**src/rtl/cdb_arbiter.sv**
```systemverilog
// cdb_arbiter: common-data-bus arbiter that picks one FU completion per cycle and registers it as the broadcast
//   Macro CDB_ARB_ROUND_ROBIN_EN: defined -> round-robin from rr_ptr; undefined -> fixed priority, lowest index wins.
//   Ports: clock, reset (async, active-high), squash_signal (flush);
//          req_valid/req_ready per-FU handshake, req_tag/req_value/req_take_branch/req_npc per-FU payload (FU i at slice i);
//          cdb_valid/cdb_tag/cdb_value/cdb_take_branch/cdb_npc registered one-cycle broadcast.
module cdb_arbiter #(
  parameter int NUM_REQ = 4,
  parameter int TAG_W = 4,
  parameter int XLEN = 32
) (
  input  logic                     clock,
  input  logic                     reset,
  input  logic                     squash_signal,
  input  logic [NUM_REQ-1:0]       req_valid,
  output logic [NUM_REQ-1:0]       req_ready,
  input  logic [NUM_REQ*TAG_W-1:0] req_tag,
  input  logic [NUM_REQ*XLEN-1:0]  req_value,
  input  logic [NUM_REQ-1:0]       req_take_branch,
  input  logic [NUM_REQ*XLEN-1:0]  req_npc,
  output logic                     cdb_valid,
  output logic [TAG_W-1:0]         cdb_tag,
  output logic [XLEN-1:0]          cdb_value,
  output logic                     cdb_take_branch,
  output logic [XLEN-1:0]          cdb_npc
);
  localparam int PW = $clog2(NUM_REQ);
  logic [PW-1:0] sel;
  logic          xfer;
`ifdef CDB_ARB_ROUND_ROBIN_EN
  logic [PW-1:0] rr_ptr;
`endif
  // Scan from lowest to highest priority so the last hit is the winner.
  always_comb begin
    int idx;
    idx = 0;
    sel = '0;
    for (int k = NUM_REQ - 1; k >= 0; k--) begin
`ifdef CDB_ARB_ROUND_ROBIN_EN
      idx = (int'(rr_ptr) + k) % NUM_REQ;
`else
      idx = k;
`endif
      if (req_valid[idx]) sel = PW'(idx);
    end
  end
  // sel only names a valid requester when some req_valid is set; reset and squash block every grant.
  assign xfer = |req_valid & ~squash_signal & ~reset;
  assign req_ready = xfer ? (NUM_REQ'(1) << sel) : '0;
  always_ff @(posedge clock or posedge reset) begin
    if (reset) begin
      cdb_valid <= 1'b0;
      cdb_tag <= '0;
      cdb_value <= '0;
      cdb_take_branch <= 1'b0;
      cdb_npc <= '0;
`ifdef CDB_ARB_ROUND_ROBIN_EN
      rr_ptr <= '0;
`endif
    end else begin
      cdb_valid <= xfer;
      if (xfer) begin
        cdb_tag <= req_tag[sel*TAG_W +: TAG_W];
        cdb_value <= req_value[sel*XLEN +: XLEN];
        cdb_take_branch <= req_take_branch[sel];
        cdb_npc <= req_npc[sel*XLEN +: XLEN];
`ifdef CDB_ARB_ROUND_ROBIN_EN
        rr_ptr <= (sel == PW'(NUM_REQ - 1)) ? '0 : sel + 1'b1;
`endif
      end
    end
  end
endmodule

```
**config.mk**
```make
export PLATFORM = sky130hd
export DESIGN_NAME = cdb_arbiter
export DESIGN_NICKNAME = d
export VERILOG_FILES = /design/src/rtl/cdb_arbiter.sv
export SDC_FILE = /design/constraint.sdc
export NUM_CORES = 1
export LEC_CHECK = 0
export BUFFER_PORTS_ARGS = -buffer_cell sky130_fd_sc_hd__clkbuf_2
export CAP_MARGIN = 20
export CORE_AREA = 2 2 139 141
export CTS_CLUSTER_SIZE = 30
export DETAILED_ROUTE_END_ITERATION = 8
export DIE_AREA = 0 0 141 143
export SLEW_MARGIN = 20
export SYNTH_ARGS = -nofsm -noshare
export SYNTH_HDL_FRONTEND = slang
export SYNTH_SLANG_ARGS = --single-unit
```
**constraint.sdc**
```tcl
create_clock -name clock -period 2.9 [get_ports clock]
set_input_delay 0.87 -clock clock [delete_from_list [all_inputs] [get_ports clock]]
set_output_delay 0.87 -clock clock [all_outputs]
set_load 0.03 [all_outputs]
```
Yosys cells after proc, flatten, opt, wreduce, memory -nomap -nowiden
Cells that the tools add are included.

Output and inout bits: 74. Register bits after elaboration: 70.

Bitwise gates (word level): 4. Shift operators: 4. Multiplexer cells: 7. Reductions and logical operators: 1. Magnitude comparators: 1.

Operators by type and width (number): $shiftx 128x8->32 (2); $shiftx 16x5->4 (1); $mux 2 (4); $mux 4 (1); $reduce_or 4->1 (1); $shl 1x2->4 const A (1); $lt 2x3->1 const B (1); $and 1x1->1 (2); $bmux 1 s2 (1); $not 1->1 (2); $mux 1 (1).

Depth between registers and ports, before layout
Gate-level depths: netlist of run 1.

Depth after elaboration: 6. Mapped depth: 8. Depth with buffers taken out: 4.

Least setup slack after synthesis of run 1
No wires, ideal clock.

Path type: input port to output port. Start: input req_valid[3]. End: output req_ready[3]. Arrival: 2196 ps. Slack: -166 ps. Cell stages on the path: 6. Path buffers: 4. Data required time: 2030 ps. Cells stage by stage: buf_2 > or4_4 > buf_6 > buf_6 > buf_2 > and3_1.

Longest elaborated chain between the ends: 6.

Ends and longest elaborated chain: start: declaration (RTL line 14) `input logic [NUM_REQ-1:0] req_valid,`; $mux 2 (4 in a row) (RTL line 43) `if (req_valid[idx]) sel = PW'(idx);`; $shl 1x2->4 (RTL line 48) `assign req_ready = xfer ? (NUM_REQ'(1) << sel) : '0;`; $mux 4 * (RTL line 48); end: declaration (RTL line 15) `output logic [NUM_REQ-1:0] req_ready,`.

Every way passes the cells marked *; elsewhere a longest branch is shown, timed or not.

Worst setup path in the final report of run 1
Start: input req_valid[0]. End: output req_ready[2].

Longest elaborated chain between the ends: 4.

Ends and longest elaborated chain: $reduce_or 4->1 (RTL line 47) `assign xfer = |req_valid & ~squash_signal & ~reset;`; $and 1x1->1 (2 in a row) (RTL line 47); $mux 4 * (RTL line 48).

Marks and branches as above.

==> results of run 1 <==
-- metrics by stage --
stage          util (%)  total power, mW  instance area [um^2]
2_1_floorplan         -             1.98                  4800
3_3_place_gp       36.2             2.51                  6720
3_5_place_dp       36.2             2.52                  6720
4_1_cts            37.7             3.64                  7000
5_1_grt            37.7             3.78                  7000
6_report           37.7             3.59                  7000
-- layer usage --
metal  vias up  wire length [um]  track usage [%]  share of wire (%)
met3        50              1980             5.67                8.7
met5         -                27                0               0.12
met1      3024              8890             26.8                 39
met2       398             11400             37.7                 50
met4         4               509             6.32                2.2
li1       2865                 -                -                  -
-- final cells by class --
| class | count | area [um^2] | area share, % |
|---|---|---|---|
| Inverter | 3 | 12.5 | 0.179 |
| Tap cell | 234 | 293 | 4.18 |
| Timing Repair Buffer | 379 | 1980 | 28.3 |
| Multi-Input combinational cell | 367 | 2680 | 38.3 |
| Sequential cell | 70 | 1750 | 25.0 |
| Clock inverter | 4 | 47.5 | 0.679 |
| Clock buffer | 12 | 236 | 3.38 |
-- flip-flops by register name, summed over array words and instances (netlist names) --
register         cells
cdb_value           32
cdb_take_branch      1
cdb_tag              4
cdb_npc             32
cdb_valid            1
-- synthesized netlist by cell type --
library cell,number,area [um^2]
a222oi_1,64,641
nor4b_2,1,15.0
nor2_1,2,7.51
inv_1,2,7.51
and3b_1,1,8.76
buf_2,9,45.0
inv_2,1,3.75
or2_2,1,6.26
nor2b_1,2,12.5
buf_1,2,7.51
a221o_1,4,40.0
a211oi_1,4,30.0
nor3_1,1,5.00
buf_4,1,7.51
nor4_1,1,6.26
nor4b_1,65,569
buf_6,7,78.8
a21oi_1,69,345
nand3b_1,8,60.1
clkbuf_1,65,244
nand2_1,8,30.0
a31oi_1,130,813
nand2_4,1,11.3
dfrtp_1,70,1750
a221oi_1,1,8.76
or4_4,1,11.3
and2_1,1,6.26
and3_1,2,12.5
-- placed cells by master, fill, tap and decap left out, drive strengths merged, types with 2 or more instances in the layout --
cell and count:
a211oi 4, a21oi 69, a221o 4, a222oi 64
a31oi 130, and3 2, buf 26, clkbuf 365
clkinv 3, dfrtp 70, inv 2, nand2 9
nand3b 8, nor2 2, nor2b 2, nor4b 66
-- how the worst max path moves through the flow --
stage,endpoint,slack [ps],cells past startpoint
floorplan,req_ready[3],-60,6
CTS,req_ready[2],90,5
global route,req_ready[2],40,5
finish,req_ready[2],90,5
detailed placement,req_ready[2],90,5
global placement,req_ready[2],100,5
-- power groups by stage --
stage,logic [mW],clock network (mW),registers (mW)
2_1_floorplan,0.424,0,1.56
3_3_place_gp,1.26,0,1.25
3_5_place_dp,1.27,0,1.25
4_1_cts,1.27,1.13,1.24
5_1_grt,1.35,1.18,1.25
6_report,1.26,1.09,1.24
-- cells by family (layout without fill, tap and decap cells) --
family                 after synthesis  in the layout  synth area share [%]
AO/OA/AOI/OAI                      272            272                  39.2
buffers and inverters               87            398                  8.24
flip-flops                          70             70                  36.6
AND/OR/NAND/NOR                     95             95                  15.9
==> metrics.cfg, run 1 <==
[timing]
rsz0062_at_grt=no
final.setup.tns_ps=0
slew-limit-headroom_pct=42.4
hold_violations=0
min_period_ps=2810
whs_ps=529
worst_slew_pin_slew_ps=864
fmax_mhz=356
setup_ws_ps=87.1
fin_skew_ps=0
drv_slew=0
finalSetupViolations=0
post-route-period-util_pct=97.0

[clock_network]
cts_buffers=9
cts_htree_levels=3
clock_sinks=70
hold_buffers=0
cts_tree=built
cts-resized-gates=0
cts_root_buf=clkbuf_16
cts_buffer_depth=2
postCtsSetupBuffers=0
clkLatencyLatePin_ps=340
path_clk_slew_ps=50

[layout]
fin_cells=1069
fill_cells=1960
final_nets=1113
drive_gt1_share_pct=48.5
syn2layout_area_growth_pct=46.3
diodes=0

[worst_setup_path]
cp_num_buf_inv=3
critPathMaxStageDelay_ps=390
r2r-end=cdb_value[19]$_DFFE_PP0P_
end_kind=output pin
path_delay_family=buffers and inverters
cp.arrival_ps=1940
worstSetupPathType=primary input to output pin
reg2reg_from=cdb_value[19]$_DFFE_PP0P_
path_cells=buf_2, buf_4, nor2_1, and3_2, clkbuf_2
r2r_slack_ps=2060
worstPathMaxFanout=35
worstSetupStartpointType=primary input
r2r_cells=1
crit_required_ps=2030
setup.worst_path.start=req_valid[0]
slowest_stage=buf_4

[synthesis]
netlist_instances=524
synth_area_um2=4790
yosysUniqueCellTypes=28
avgSynthCellArea_um2=9.13
yosysSeqAreaShare_pct=36.6
synth_nets=807
yosysWarnings=0
ys_ff_latch=70

[route]
ant_nets=0
drc_errors=0
routed_wl_um=22800
via_per_inst=5.93
vias=6341
drt_pass1_iterations=8
drt_iter0_markers=738
wl_per_cell_um=21.3

[power_and_ir_drop]
intPower_mw=2.25
p_leak_nw=3.08
p_per_area_nw_per_um2=512
switching_power_mw=1.34
comb_power_share_pct=35.1
switching_share_pct=37.3
max-vdd-ir-drop_mv=0.244
p_clk_share_pct=30.3
seq_power_share_pct=34.6

[grt]
grt_pass1_wl_um=34500
antenna_found_initial=2
overflow=0
grt_max_degree=75
grt_use_total_pct=21.8
grt_pass1_vias=6096

[floorplanning]
die_area_um2=20200
coreArea_um2=18600
start_util_pct=25.8
pin_count=357
die_x_um=141
num_rows=50
die-height_um=143

[place]
dp.final_hpwl_um=16000
port_buffers=356
gp_congestion=0.800
post-place-ws_ps=90.0
placed_cells=1053

[run_status]
status=finished clean

[min_path]
worstHoldStart=cdb_value[2]$_DFFE_PP0P_
holdPathStages=1
whs_endpoint=cdb_value[2]$_DFFE_PP0P_
hold_path_class=flip-flop to flip-flop

[flow_run]
cap_violations=0

Note: power is estimated with default switching activity, not from simulation.
==> inputs of run 2 (changes only) <==
--- a/config.mk
+++ b/config.mk
@@ -7,10 +7,13 @@
 export LEC_CHECK = 0
 export BUFFER_PORTS_ARGS = -buffer_cell sky130_fd_sc_hd__clkbuf_2
 export CAP_MARGIN = 20
-export CORE_AREA = 2 2 139 141
+export CELL_PAD_IN_SITES_DETAIL_PLACEMENT = 1
+export CELL_PAD_IN_SITES_GLOBAL_PLACEMENT = 1
+export CORE_ASPECT_RATIO = 0.6
+export CORE_UTILIZATION = 25
 export CTS_CLUSTER_SIZE = 30
 export DETAILED_ROUTE_END_ITERATION = 8
-export DIE_AREA = 0 0 141 143
+export PLACE_DENSITY_LB_ADDON = 0.1
 export SLEW_MARGIN = 20
 export SYNTH_ARGS = -nofsm -noshare
 export SYNTH_HDL_FRONTEND = slang
==> metrics.cfg, run 2 (synthesized netlist as in run 1, its figures left out) <==
[run_status]
status=finished clean

[clock_network]
clock_sinks=70
cts_tree=built
hold_buffers=0
clkLatencyLatePin_ps=320
cts-resized-gates=0
path_clk_slew_ps=60
cts_root_buf=clkbuf_16
cts_htree_levels=3
cts_buffer_depth=2
cts_buffers=9
postCtsSetupBuffers=0

[worst_setup_path]
cp_num_buf_inv=4
crit_top_cell=buf_4
cp.arrival_ps=1920
path_cells=buf_2, buf_4, buf_4, and3_2, clkbuf_2
slowest_stage=buf_4
worstSetupStartpointType=primary input
crit_cells=5
end_kind=output pin
worstPathMaxFanout=32
critPathMaxStageDelay_ps=350
path_delay_family=buffers and inverters
r2r_cells=1
worstSetupPathType=primary input to output pin
crit_required_ps=2030

[power_and_ir_drop]
p_leak_nw=3.10
p_clk_share_pct=31.4
max-vdd-ir-drop_mv=0.277
seq_power_share_pct=33.6
switching_share_pct=37.5
comb_power_share_pct=35.0
switching_power_mw=1.38
intPower_mw=2.30
p_per_area_nw_per_um2=522

[grt]
overflow=0
antenna_found_initial=0
grt_use_total_pct=24.9
grt_pass1_wl_um=38200
grt_pass1_vias=6634
grt_max_degree=67

[route]
routed_wl_um=25100
drc_errors=0
vias=6334
wl_per_cell_um=23.3
via_per_inst=5.88
drt_iter0_markers=673
ant_nets=0
drt_pass1_iterations=7

[place]
placed_cells=1061
dp.final_hpwl_um=18200
placed_cell_area_um2=6740
gp_congestion=0.846
port_buffers=356

[layout]
fin_cells=1077
drive_gt1_share_pct=49.0
diodes=0
final_area_um2=7050
multi_input_area_um2=2680
register_area_um2=1750
fill_cells=2246
final_common_cell=clkbuf_2
final_nets=1115
syn2layout_area_growth_pct=47.4
largestRegisters=cdb_npc (32), cdb_value (32), cdb_tag (4)
final_cell_mix=clkbuf_2, a31oi_1, dfrtp_1, a21oi_1, nor4b_1

[timing]
fin_skew_ps=0
final.setup.tns_ps=0
post-route-period-util_pct=96.3
finalSetupViolations=0
fmax_mhz=358
hold_violations=0
whs_ps=527
min_period_ps=2790
slew-limit-headroom_pct=46.2
rsz0062_at_grt=no
worst_slew_pin_slew_ps=807
drv_slew=0

[floorplanning]
coreArea_um2=18400
num_rows=38
die-height_um=109
pin_count=357
die_area_um2=19700
start_util_pct=26.0
die_x_um=181

[min_path]
hold_path_class=flip-flop to flip-flop
holdPathStages=1

[flow_run]
cap_violations=0

## run 2: final cells by class
class                   count  share of cell area [%]
clock buffers              11                    3.58
clock inverters             5                   0.816
inverters                   3                   0.177
multi-input cells         367                    38.0
flip-flops and latches     70                    24.8
well taps                 240                    4.26
repair buffers            381                    28.3
## run 2: metrics by stage
stage | worst slack, ps | total power [mW] | utilization (%)
2_1_floorplan | -63.9 | 1.98 | -
3_3_place_gp | 105 | 2.52 | 36.7
3_5_place_dp | 98.5 | 2.55 | 36.7
4_1_cts | 97.8 | 3.72 | 38.3
5_1_grt | 33.4 | 3.87 | 38.3
6_report | 107 | 3.68 | 38.3
## run 2: path summary, 6_finish.rpt
kind                                          startpoint  slack (ps)                        to
worst max-delay path                        req_valid[2]         110              req_ready[2]
worst min-delay path            cdb_value[2]$_DFFE_PP0P_         530  cdb_value[2]$_DFFE_PP0P_
worst max register to register   cdb_npc[21]$_DFFE_PP0P_        2070   cdb_npc[21]$_DFFE_PP0P_
worst min register to register  cdb_value[2]$_DFFE_PP0P_         530  cdb_value[2]$_DFFE_PP0P_
max in group asynchronous                          reset        1600   cdb_npc[21]$_DFFE_PP0P_
min in group asynchronous                          reset         630    cdb_npc[3]$_DFFE_PP0P_
## run 2: power groups by stage
| stage | Clock (mW) | Combinational, mW | Sequential, mW |
|---|---|---|---|
| after detailed placement | 0 | 1.30 | 1.25 |
| after floorplan | 0 | 0.424 | 1.56 |
| after global placement | 0 | 1.27 | 1.24 |
| after global routing | 1.23 | 1.38 | 1.26 |
| after CTS | 1.19 | 1.30 | 1.23 |
| final | 1.16 | 1.29 | 1.24 |
## run 2: routing by layer
| metal | share of wire, % | GRT usage, % |
|---|---|---|
| met1 | 43 | 32.0 |
| met2 | 49 | 43.2 |
| met3 | 6.2 | 4.91 |
| met4 | 1.4 | 6.04 |
| met5 | 0 | 0 |
==> inputs of run 3 (changes only) <==
--- a/config.mk
+++ b/config.mk
@@ -10,7 +10,7 @@
 export CELL_PAD_IN_SITES_DETAIL_PLACEMENT = 1
 export CELL_PAD_IN_SITES_GLOBAL_PLACEMENT = 1
 export CORE_ASPECT_RATIO = 0.6
-export CORE_UTILIZATION = 25
+export CORE_UTILIZATION = 28
 export CTS_CLUSTER_SIZE = 30
 export DETAILED_ROUTE_END_ITERATION = 8
 export PLACE_DENSITY_LB_ADDON = 0.1
==> constraint.sdc (replaced) <==
create_clock -name clock -period 3.1 [get_ports clock]
set_input_delay 0.93 -clock clock [delete_from_list [all_inputs] [get_ports clock]]
set_output_delay 0.93 -clock clock [all_outputs]
set_load 0.03 [all_outputs]
==> metrics.cfg, run 3 (synthesized netlist as in run 1, its figures left out) <==
[clock_network]
cts_root_buf=clkbuf_16
cts-resized-gates=0
cts_buffer_depth=2
cts_tree=built
clock_sinks=70
path_clk_slew_ps=60
clkLatencyLatePin_ps=320
cts_buffers=9
postCtsSetupBuffers=0
cts_htree_levels=3
hold_buffers=0

[timing]
post-route-period-util_pct=93.7
fin_skew_ps=0
finalSetupViolations=0
fmax_mhz=344
rsz0062_at_grt=no
min_period_ps=2910
drv_slew=0
hold_violations=0
final.setup.tns_ps=0
worst_slew_pin_slew_ps=799
slew-limit-headroom_pct=46.7
whs_ps=520

[layout]
largestRegisters=cdb_npc (32), cdb_value (32), cdb_tag (4)
final_common_cell=clkbuf_2
drive_gt1_share_pct=48.7
final_area_um2=7010
syn2layout_area_growth_pct=46.4
final_cell_mix=clkbuf_2, a31oi_1, dfrtp_1, a21oi_1, nor4b_1
utilization_pct=42.5
final_nets=1116

[power_and_ir_drop]
comb_power_share_pct=35.9
p_per_area_nw_per_um2=476
p_clk_share_pct=29.4
switching_power_mw=1.25
p_leak_nw=3.10
intPower_mw=2.09
switching_share_pct=37.5
max-vdd-ir-drop_mv=0.261
power.total_mw=3.34
seq_power_share_pct=34.6

[worst_setup_path]
slowest_stage=or4_4
critPathMaxStageDelay_ps=530
path_cells=buf_2, or4_4, and3_4, clkbuf_2
cp.arrival_ps=1980
end_kind=output pin
crit_required_ps=2170
path_delay_family=simple AND/OR/NAND/NOR gates
worstSetupStartpointType=primary input
worstSetupPathType=primary input to output pin
worstPathMaxFanout=4
cp_num_buf_inv=2

[floorplanning]
pin_count=357
start_util_pct=29.0
die_area_um2=17600
num_rows=36
die_x_um=171
coreArea_um2=16500
die-height_um=103

[min_path]
hold_path_class=flip-flop to flip-flop

[grt]
antenna_found_initial=1
grt_use_total_pct=26.6
grt_max_degree=67
overflow=0
grt_pass1_vias=6354
grt_pass1_wl_um=36000

[place]
dp.final_hpwl_um=17400
port_buffers=356
placed_cell_area_um2=6730
gp_congestion=0.854

[route]
ant_nets=0
drt_pass1_iterations=7
drc_errors=0
drt_iter0_markers=565
via_per_inst=6.00
wl_per_cell_um=22.8
vias=6394
routed_wl_um=24300

[run_status]
status=finished clean

[flow_run]
cap_violations=0

[run 3: cell count changes in the layout (fill, tap and decap cells not counted), sizes merged]
cell      before  now
diode          0    1
bufinv         1    0
clkinvlp       3    0
clkbuf       363  366
[run 3: cell type report]
| cell class | instances | area (um^2) |
|---|---|---|
| multi-input cells | 367 | 2680 |
| repair buffers | 382 | 2000 |
| flip-flops and latches | 70 | 1750 |
| clock buffers | 13 | 270 |
| clock inverters | 1 | 5.00 |
| diodes | 1 | 2.50 |
| inverters | 3 | 12.5 |
| fillers | 2044 | 9480 |
| well taps | 228 | 285 |
[run 3: metal layers]
metal | track usage (%) | routed length, um
met2 | 46.1 | 12000
met5 | 0 | 0
met1 | 34.2 | 10100
met3 | 4.98 | 1790
met4 | 7.07 | 401
[run 3: metrics by stage]
step	instances	worst slack (ps)
3_5_place_dp	1050	180
4_1_cts	1064	183
6_report	1065	195
3_3_place_gp	1050	189
2_1_floorplan	524	-13.7
5_1_grt	1065	153
[run 3: power by group through the flow]
stage	registers [mW]	clock network, mW	logic [mW]
floorplan	1.46	0	0.396
global placement	1.16	0	1.18
detailed placement	1.17	0	1.20
CTS	1.16	1.01	1.21
global route	1.18	1.06	1.29
finish	1.16	0.982	1.20
[run 3: path summary, 6_finish.rpt]
path	start	to	slack, ps	cells after the start
max	req_valid[2]	req_ready[3]	190	4
min	cdb_tag[3]$_DFFE_PP0P_	cdb_tag[3]$_DFFE_PP0P_	520	1
max reg2reg	cdb_value[2]$_DFFE_PP0P_	cdb_value[2]$_DFFE_PP0P_	2230	1
min reg2reg	cdb_tag[3]$_DFFE_PP0P_	cdb_tag[3]$_DFFE_PP0P_	520	1
max in group asynchronous	reset	cdb_npc[0]$_DFFE_PP0P_	1620	3
min in group asynchronous	reset	cdb_npc[24]$_DFFE_PP0P_	720	2
